--- config.mk ---
export PLATFORM = sky130hd
export DESIGN_NAME = ps2_mouse_packet
export DESIGN_NICKNAME = d
export VERILOG_FILES = /design/src/rtl/ps2_mouse_pkg.sv /design/src/rtl/ps2_axis_accum.sv /design/src/rtl/ps2_mouse_packet.sv
export SDC_FILE = /design/constraint.sdc
export NUM_CORES = 1
export LEC_CHECK = 0
export ABC_CLOCK_PERIOD_IN_PS = 6900
export CORE_ASPECT_RATIO = 1.25
export CORE_UTILIZATION = 40
export DETAILED_ROUTE_END_ITERATION = 7
export SLEW_MARGIN = 40
export SYNTH_ARGS = -nofsm -noshare
export SYNTH_HDL_FRONTEND = slang
export SYNTH_HIERARCHICAL = 1
export SYNTH_SLANG_ARGS = --single-unit
--- constraint.sdc ---
create_clock -name CLK -period 6.9 [get_ports CLK]
set_input_delay 2.07 -clock CLK [delete_from_list [all_inputs] [get_ports CLK]]
set_output_delay 2.07 -clock CLK [all_outputs]
set_load 0.03 [all_outputs]
--- src/rtl/ps2_mouse_pkg.sv ---
// Shared types and header layout for the PS/2 mouse packet decoder.
package ps2_mouse_pkg;

    typedef enum logic [1:0] {
        BYTE0 = 2'd0,
        BYTE1 = 2'd1,
        BYTE2 = 2'd2
    } pkt_state_t;

    localparam int BTN_LSB   = 0;
    localparam int SYNC_BIT  = 3;
    localparam int XSIGN     = 4;
    localparam int YSIGN     = 5;
    localparam int XOVF      = 6;
    localparam int YOVF      = 7;
    localparam int PKT_BYTES = 3;

    typedef struct packed {
        logic [2:0] btn;
        logic [8:0] dx;
        logic [8:0] dy;
        logic       ovfx;
        logic       ovfy;
    } pkt_t;

    function automatic pkt_t decode(
        input logic [7:0] h,
        input logic [7:0] xm,
        input logic [7:0] ym
    );
        pkt_t p;
        p.btn  = h[BTN_LSB +: 3];
        p.dx   = {h[XSIGN], xm};
        p.dy   = {h[YSIGN], ym};
        p.ovfx = h[XOVF];
        p.ovfy = h[YOVF];
        return p;
    endfunction

endpackage

--- src/rtl/ps2_axis_accum.sv ---
// Saturating cursor accumulator for one axis; NEG subtracts the delta.
module ps2_axis_accum #(
    parameter int MAX = 639,
    parameter int PW  = 10,
    parameter bit NEG = 1'b0
) (
    input  logic          clk,
    input  logic          rst,
    input  logic          load,
    input  logic          gate,
    input  logic [8:0]    delta,
    output logic [PW-1:0] pos
);

    localparam int SW = PW + 2;
    localparam logic signed [SW-1:0] SMAX = SW'(MAX);

    logic signed [SW-1:0] cur;
    logic signed [SW-1:0] d;
    logic signed [SW-1:0] sum;

    always_comb begin
        cur = $signed({2'b00, pos});
        // An overflowed axis contributes no motion.
        d   = gate ? '0 : $signed({{(SW-9){delta[8]}}, delta});
        sum = NEG ? (cur - d) : (cur + d);
    end

    always_ff @(posedge clk) begin
        if (rst) begin
            pos <= PW'(MAX >> 1);
        end else if (load) begin
            if (sum[SW-1])
                pos <= '0;
            else if (sum > SMAX)
                pos <= PW'(MAX);
            else
                pos <= sum[PW-1:0];
        end
    end

endmodule

--- src/rtl/ps2_mouse_packet.sv ---
// Assembles 3-byte stream-mode mouse packets and tracks a clamped cursor.
module ps2_mouse_packet
    import ps2_mouse_pkg::*;
#(
    parameter int XMAX    = 639,
    parameter int YMAX    = 479,
    parameter int PW      = 10,
    parameter int TIMEOUT = 100000
) (
    input  logic          CLK,
    input  logic          RST,
    input  logic          STREAM,
    input  logic          FAIL,
    input  logic [7:0]    DatoRec,
    input  logic          DatoValid,
    output logic [2:0]    Buttons,
    output logic [8:0]    DX,
    output logic [8:0]    DY,
    output logic          OvfX,
    output logic          OvfY,
    output logic [PW-1:0] PosX,
    output logic [PW-1:0] PosY,
    output logic          PktValid,
    output logic          SyncErr
);

    localparam int CW = $clog2(TIMEOUT + 1);

    pkt_state_t    state, state_n;
    logic [CW-1:0] cnt, cnt_n;
    logic [7:0]    hdr, xmag;
    logic          timeout, commit, sync_bad, take;
    pkt_t          pkt;

    always_comb begin
        take     = DatoValid && STREAM && !FAIL;
        timeout  = (cnt == CW'(TIMEOUT));
        state_n  = state;
        cnt_n    = '0;
        commit   = 1'b0;
        sync_bad = 1'b0;
        if (!STREAM || FAIL) begin
            state_n = BYTE0;
        end else begin
            case (state)
                BYTE0: begin
                    if (DatoValid) begin
                        if (DatoRec[SYNC_BIT])
                            state_n = BYTE1;
                        else
                            sync_bad = 1'b1;
                    end
                end
                BYTE1: begin
                    if (DatoValid)
                        state_n = BYTE2;
                    else if (timeout)
                        state_n = BYTE0;
                    else
                        cnt_n = cnt + CW'(1);
                end
                BYTE2: begin
                    // A byte landing on the timeout cycle still counts.
                    if (DatoValid) begin
                        state_n = BYTE0;
                        commit  = 1'b1;
                    end else if (timeout) begin
                        state_n = BYTE0;
                    end else begin
                        cnt_n = cnt + CW'(1);
                    end
                end
                default: state_n = BYTE0;
            endcase
        end
    end

    assign pkt = decode(hdr, xmag, DatoRec);

    always_ff @(posedge CLK) begin
        if (RST) begin
            state    <= BYTE0;
            cnt      <= '0;
            hdr      <= '0;
            xmag     <= '0;
            Buttons  <= '0;
            DX       <= '0;
            DY       <= '0;
            OvfX     <= 1'b0;
            OvfY     <= 1'b0;
            PktValid <= 1'b0;
            SyncErr  <= 1'b0;
        end else begin
            state    <= state_n;
            cnt      <= cnt_n;
            PktValid <= commit;
            SyncErr  <= sync_bad;
            if (take && state == BYTE0 && DatoRec[SYNC_BIT])
                hdr <= DatoRec;
            if (take && state == BYTE1)
                xmag <= DatoRec;
            if (commit) begin
                Buttons <= pkt.btn;
                DX      <= pkt.dx;
                DY      <= pkt.dy;
                OvfX    <= pkt.ovfx;
                OvfY    <= pkt.ovfy;
            end
        end
    end

    ps2_axis_accum #(.MAX(XMAX), .PW(PW), .NEG(1'b0)) u_x (
        .clk   (CLK),
        .rst   (RST),
        .load  (commit),
        .gate  (pkt.ovfx),
        .delta (pkt.dx),
        .pos   (PosX)
    );

    // Screen Y grows downward, so a positive mouse DY moves the cursor up.
    ps2_axis_accum #(.MAX(YMAX), .PW(PW), .NEG(1'b1)) u_y (
        .clk   (CLK),
        .rst   (RST),
        .load  (commit),
        .gate  (pkt.ovfy),
        .delta (pkt.dy),
        .pos   (PosY)
    );

endmodule
# [Word-level counts from Yosys, hierarchy flattened]
# Index checks and enable logic that the tools add are counted.
[word_totals] wordCells=56 out_inout_bits=45 in_bits=13 regBits=80
[classes] n_mux=16 n_eq_ne=5 n_bitwise=3 add_sub_neg=3 n_reduce_logical=14 n_lt_le_gt_ge=2
[op_table] cell="2-to-1 mux 10 bit" count=4
[op_table] cell="2-to-1 mux 12 bit" count=2
[op_table] cell="adder 17 x 1 -> 17 bit, second input constant" count=1
[op_table] cell="equality test 17 bit, second input constant" count=1
[op_table] cell="adder 11 x 12 -> 12 bit" count=1
[op_table] cell="greater-than comparator 12 x 10 -> 1 bit, second input constant" count=1
[op_table] cell="greater-than comparator 12 x 11 -> 1 bit, second input constant" count=1
[op_table] cell="subtractor 11 x 12 -> 12 bit" count=1
[op_table] cell="2-to-1 mux 2 bit" count=5
[op_table] cell="case mux 2 bit (3 select lines)" count=1
[op_table] cell="logical AND 1 bit" count=5
[op_table] cell="OR reduction 5 bit" count=1
[op_table] cell="2-to-1 mux 1 bit" count=4
[op_table] cell="inequality test 2 bit, second input constant" count=2
[op_table] cell="OR reduction 2 bit" count=2
[op_table] cell="OR reduction 4 bit" count=1
[op_table] cell="NOT 1 bit" count=3
[op_table] cell="equality test 2 x 1 -> 1 bit, second input constant" count=1
[op_table] cell="equality test 2 bit, second input constant" count=1
[op_table] cell="zero test 1 bit" count=2
[op_table] cell="zero test 2 bit" count=1
[op_table] cell="AND reduction 2 bit" count=1
[op_table] cell="logical OR 1 bit" count=1

# [Depth between registers and ports, before layout]
[depth] ltp_word=5 mapped_depth=12 ltp_nobuf=11

# [Cells and area by module]
# The synthesis kept the hierarchy.
[by_module_without_submodules] module="ps2_mouse_packet" cells_each=274 area_each_um2=2347.3 n_inst=1
[by_module_without_submodules] module="ps2_axis_accum at u_y" cells_each=123 area_each_um2=974.7 n_inst=1
[by_module_without_submodules] module="ps2_axis_accum at u_x" cells_each=118 area_each_um2=947.2 n_inst=1

# [Worst setup path after synthesis]
# Ideal clock, no wire load.
[synth_timing] path_kind="input to register" startpoint="input DatoRec[0]" endpoint="register u_y.pos[4]" t_required_ps=6784 path_slack_ps=2210 stages=12 arrival_time_ps=4574 path_cell_list="nor2b_1 > ha_1 > inv_1 > fa_1 > a21o_1 > a221oi_2 > o22ai_2 > o21ai_0 > or4b_4 > buf_6 > o311a_1 > a31o_1"
[synth_via] elab_chain_len=5
[synth_lines] element="start, declared" line="ps2_mouse_packet.sv:14" rtl="input logic [7:0] DatoRec,"
[synth_lines] element="2-to-1 mux 12 bit *" line="ps2_axis_accum.sv:25" rtl="d = gate ? '0 : $signed({{(SW-9){delta[8]}}, delta});"
[synth_lines] element="subtractor 11 x 12 -> 12 bit *" line="ps2_axis_accum.sv:26" rtl="sum = NEG ? (cur - d) : (cur + d);"
[synth_lines] element="greater-than comparator 12 x 10 -> 1 bit" line="ps2_axis_accum.sv:35" rtl="else if (sum > SMAX)"
[synth_lines] element="2-to-1 mux 10 bit" line="ps2_axis_accum.sv:35"
[synth_lines] element="2-to-1 mux 10 bit *" line="ps2_axis_accum.sv:33" rtl="if (sum[SW-1])"
[synth_lines] element="end signal, assigned" line="ps2_axis_accum.sv:31" rtl="pos <= PW'(MAX >> 1);"
[synth_lines] element="end signal, assigned" line="ps2_axis_accum.sv:36" rtl="pos <= PW'(MAX);"
[synth_lines] element="end signal, assigned" line="ps2_axis_accum.sv:38" rtl="pos <= sum[PW-1:0];"
[synth_lines] element="end, declared" line="ps2_axis_accum.sv:12" rtl="output logic [PW-1:0] pos"
# Mark *: on every way between the ends. The rest lies on a longest branch, timed or not.
# A chain may end at the register's enable or synchronous reset.

# [Worst setup path in the final report]
# Same ends and word-level chain as after synthesis.

==> flow_metrics.env <==
export IMPL_design_area_sq_um=5210
export IMPL_hold_path_end="Buttons[2]$_SDFFE_PP0P_"
export IMPL_required_ns=7.12
export IMPL_slew_headroom_pct=56.1
export IMPL_p_comb_share_pct=6.5
export IMPL_syn_area_per_cell_sq_um=8.29
export IMPL_io_pins=58
export IMPL_cts_resized=0
export IMPL_min_period_over_period_pct=73.4
export IMPL_synth_seq_cells=79
export IMPL_clkTransAtPathRegs_ns=0.06
export IMPL_die_area_sq_um=11100
export IMPL_fin_tns_setup_ns=0
export IMPL_synth_fp_nets=559
export IMPL_grt_pass1_vias=3660
export IMPL_crit_buf_inv=2
export IMPL_fmaxAchievable_mhz=198
export IMPL_crit_path_start_kind="input pin"
export IMPL_drive_gt1_share_pct=5.24
export IMPL_routed_via_density=5.33
export IMPL_drt_wl_total_um=10400
export IMPL_cp_top_family="compound AO/OA/AOI/OAI gates"
export IMPL_power_density_nw_per_um2=190
export IMPL_place_ws_ns=1.51
export IMPL_syn_area_sq_um=4270
export IMPL_power_frac_clock_pct=47.1
export IMPL_p_switching_w=0.000223
export IMPL_ys_seq_area_share_pct=37.0
export IMPL_synth_cell_type_count=66
export IMPL_synth_top_family_by_area="simple AND/OR/NAND/NOR gates"
export IMPL_slowest_delay_ns=0.55
export IMPL_grt_pass1_wl_um=17500
export IMPL_drt_iter0_drc=156
export IMPL_syn2layout_area_growth_pct=22.1
export IMPL_rr_endpoint="u_y/pos[4]$_SDFFE_PP0P_"
export IMPL_grt_usage_pct=20.0
export IMPL_cts_htree_levels=3
export IMPL_whs_path_depth=2
export IMPL_synth_compound_area_share_pct=18.0
export IMPL_power_w=0.000988
export IMPL_hold_ws_ns=0.450
export IMPL_yosysWarnings=6
export IMPL_slowest_stage="or4b_4"
export IMPL_cts_root_buf="clkbuf_16"
export IMPL_placed_area_sq_um=4930
export IMPL_io_buffers=57
export IMPL_cts_sink_count=79
export IMPL_arrival_ns=5.29
export IMPL_skew_ns=0.00706
export IMPL_swShare_pct=22.6
export IMPL_synth_mux_area_share_pct=1.88
export IMPL_postCtsSetupRepairBufs=0
export IMPL_drc_errors=0
export IMPL_layout_common_cells="nand2_1 (89), dfxtp_1 (79), a21oi_1 (66)"
export IMPL_r2r_start="hdr[7]$_SDFFE_PP0P_"
export IMPL_vias=3739
export IMPL_die_w_um=94.4
export IMPL_cts_tree="done"
export IMPL_p_seq_share_pct=46.4
export IMPL_final_hold_viol_count=0
export IMPL_synth_simple_area_share_pct=24.1
export IMPL_drt_antenna_violating_nets=0
export IMPL_max_cap_violations=0
export IMPL_fillers=1024
export IMPL_path_cells="clkdlybuf4s50_1, nor2b_1, ha_1, inv_1, fa_1, a21o_1, a221oi_2, o22ai_2, o21ai_0, or4b_4, o311a_1, a31o_1"
export IMPL_nets=612
export IMPL_r2r_cells=11
export IMPL_synth_main_ff_cell="dfxtp_1"
export IMPL_finalMaxSlewViolations=0
export IMPL_grt_ovfl_total=0
export IMPL_die_y_um=118
export IMPL_power_internal_w=0.000765
export IMPL_rsz0062_at_grt="false"
export IMPL_status="finished, final reports clean"
export IMPL_synth_fa_ha_area_share_pct=9.44
export IMPL_cts_buffers=9
export IMPL_clk_latency_ns=0.34
export IMPL_hpwl_um=7770
export IMPL_r2r_setup_slack_ns=3.71
export IMPL_dr_pass1_iters=4
export IMPL_antenna_found_initial=0
export IMPL_crit_fanout=9
export IMPL_holdBufCountCts=0
export IMPL_async_flop_share_pct=0
export IMPL_initial_core_util_pct=41.6
export IMPL_synth_edff_count=0
export IMPL_synth_xor_area_share_pct=5.54
export IMPL_hp_class="reg -> reg"
export IMPL_syn_inst=515
export IMPL_cts_buffer_depth=2
export IMPL_gp_congestion=0.902
export IMPL_rows=41
export IMPL_setup_viol=0
export IMPL_wl_per_cell_um=14.8
export IMPL_worst_pin_slew_ns=0.640
export IMPL_p_leak_nw=1.99
export IMPL_period_minus_slack_ns=5.06
export IMPL_cp_num_cells=12
export IMPL_hold_start="hdr[2]$_SDFFE_PP0P_"
export IMPL_worst_slack_ns=1.84
export IMPL_final_common_cell="nand2_1"
export IMPL_ir_drop_v=0.000134
export IMPL_grt_max_degree=61
export IMPL_n_antenna_cell=0
export IMPL_core_area_sq_um=10300
export IMPL_path_class="in -> reg"
export IMPL_end_kind="flip-flop"
## worst reg2reg max path, cell delays in order, from the launching register on
cell and delay [ns]:
dfxtp_1 0.41, nor2b_1 0.15, ha_1 0.17, inv_1 0.05
fa_1 0.40, a21o_1 0.22, a221oi_2 0.35, o22ai_2 0.15
o21ai_0 0.10, or4b_4 0.55, o311a_1 0.35, a31o_1 0.19
## power by group through the flow
stage	clock [W]	sequential (W)	combinational, W
floorplan	0	0.000469	0.0000454
global placement	0	0.000469	0.0000629
detailed placement	0	0.000469	0.0000636
CTS	0.000473	0.000459	0.0000639
global route	0.000496	0.000459	0.0000717
finish	0.000465	0.000459	0.0000640
## cells in the mapped netlist (3+ instances only)
master | count | area (sq um)
xor2_1 | 14 | 123
nor3_1 | 6 | 30.0
inv_1 | 18 | 67.6
a21o_1 | 7 | 52.6
nand2_1 | 89 | 334
buf_2 | 4 | 20.0
and3_1 | 4 | 25.0
nor2_1 | 32 | 120
nor2b_1 | 12 | 75.1
clkbuf_1 | 11 | 41.3
nand4_1 | 11 | 68.8
mux2i_1 | 8 | 80.1
xnor2_1 | 13 | 114
o31ai_1 | 5 | 37.5
ha_1 | 29 | 363
nand3_1 | 14 | 70.1
a21oi_1 | 66 | 330
and4_1 | 4 | 35.0
o211ai_1 | 7 | 52.6
a211oi_1 | 3 | 22.5
dfxtp_1 | 79 | 1580
o21ai_0 | 13 | 65.1
nand2b_1 | 10 | 62.6
## final cells by class
cell class / instances / area [sq um] / share of cell area (%)
Clock buffer: 13 / 240 / 4.61
Clock inverter: 3 / 43.8 / 0.840
Inverter: 22 / 82.6 / 1.58
Multi-Input combinational cell: 396 / 2510 / 48.2
Sequential cell: 79 / 1580 / 30.3
Tap cell: 129 / 161 / 3.10
Timing Repair Buffer: 60 / 588 / 11.3
## sequential cells by signal, summed over array words and instances, names as in the netlist, 2 cells and up
| name | count |
|---|---|
| u_y/pos | 10 |
| hdr | 7 |
| DX | 9 |
| Buttons | 3 |
| u_x/pos | 10 |
| cnt | 17 |
| DY | 9 |
| state | 2 |
| xmag | 8 |
## routing by layer
layer | track usage [%] | part of all wire [%] | vias up
met1 | 23.6 | 43 | 1753
met4 | 7.50 | 1.9 | 0
met2 | 35.3 | 52 | 65
li1 | - | - | 1907
met5 | 0 | 0 | -
met3 | 3.62 | 2.9 | 14
## logic make-up (layout without fill, tap and decap cells)
group,after synthesis,after routing
multiplexers,8,8
XOR/XNOR,27,27
AO/OA/AOI/OAI,124,124
flip-flops,79,79
adder cells (fa/ha/maj),31,31
AND/OR/NAND/NOR,206,206
buffers and inverters,40,98
## how the worst max path moves through the flow
stage | slack [ns] | start | endpoint
after floorplan | 2.21 | DatoRec[0] | u_y/pos[4]$_SDFFE_PP0P_
after global placement | 1.60 | DatoRec[0] | u_y/pos[4]$_SDFFE_PP0P_
after detailed placement | 1.51 | DatoRec[0] | u_y/pos[4]$_SDFFE_PP0P_
after CTS | 1.85 | DatoRec[0] | u_y/pos[4]$_SDFFE_PP0P_
after global routing | 1.66 | DatoRec[0] | u_y/pos[4]$_SDFFE_PP0P_
final | 1.84 | DatoRec[0] | u_y/pos[4]$_SDFFE_PP0P_
## through the flow
stage,utilization [%],std cells
2_1_floorplan,-,515
3_3_place_gp,48.0,686
3_5_place_dp,48.0,686
4_1_cts,50.8,702
5_1_grt,50.8,702
6_report,50.8,702
(Power assumes the default switching activity.)
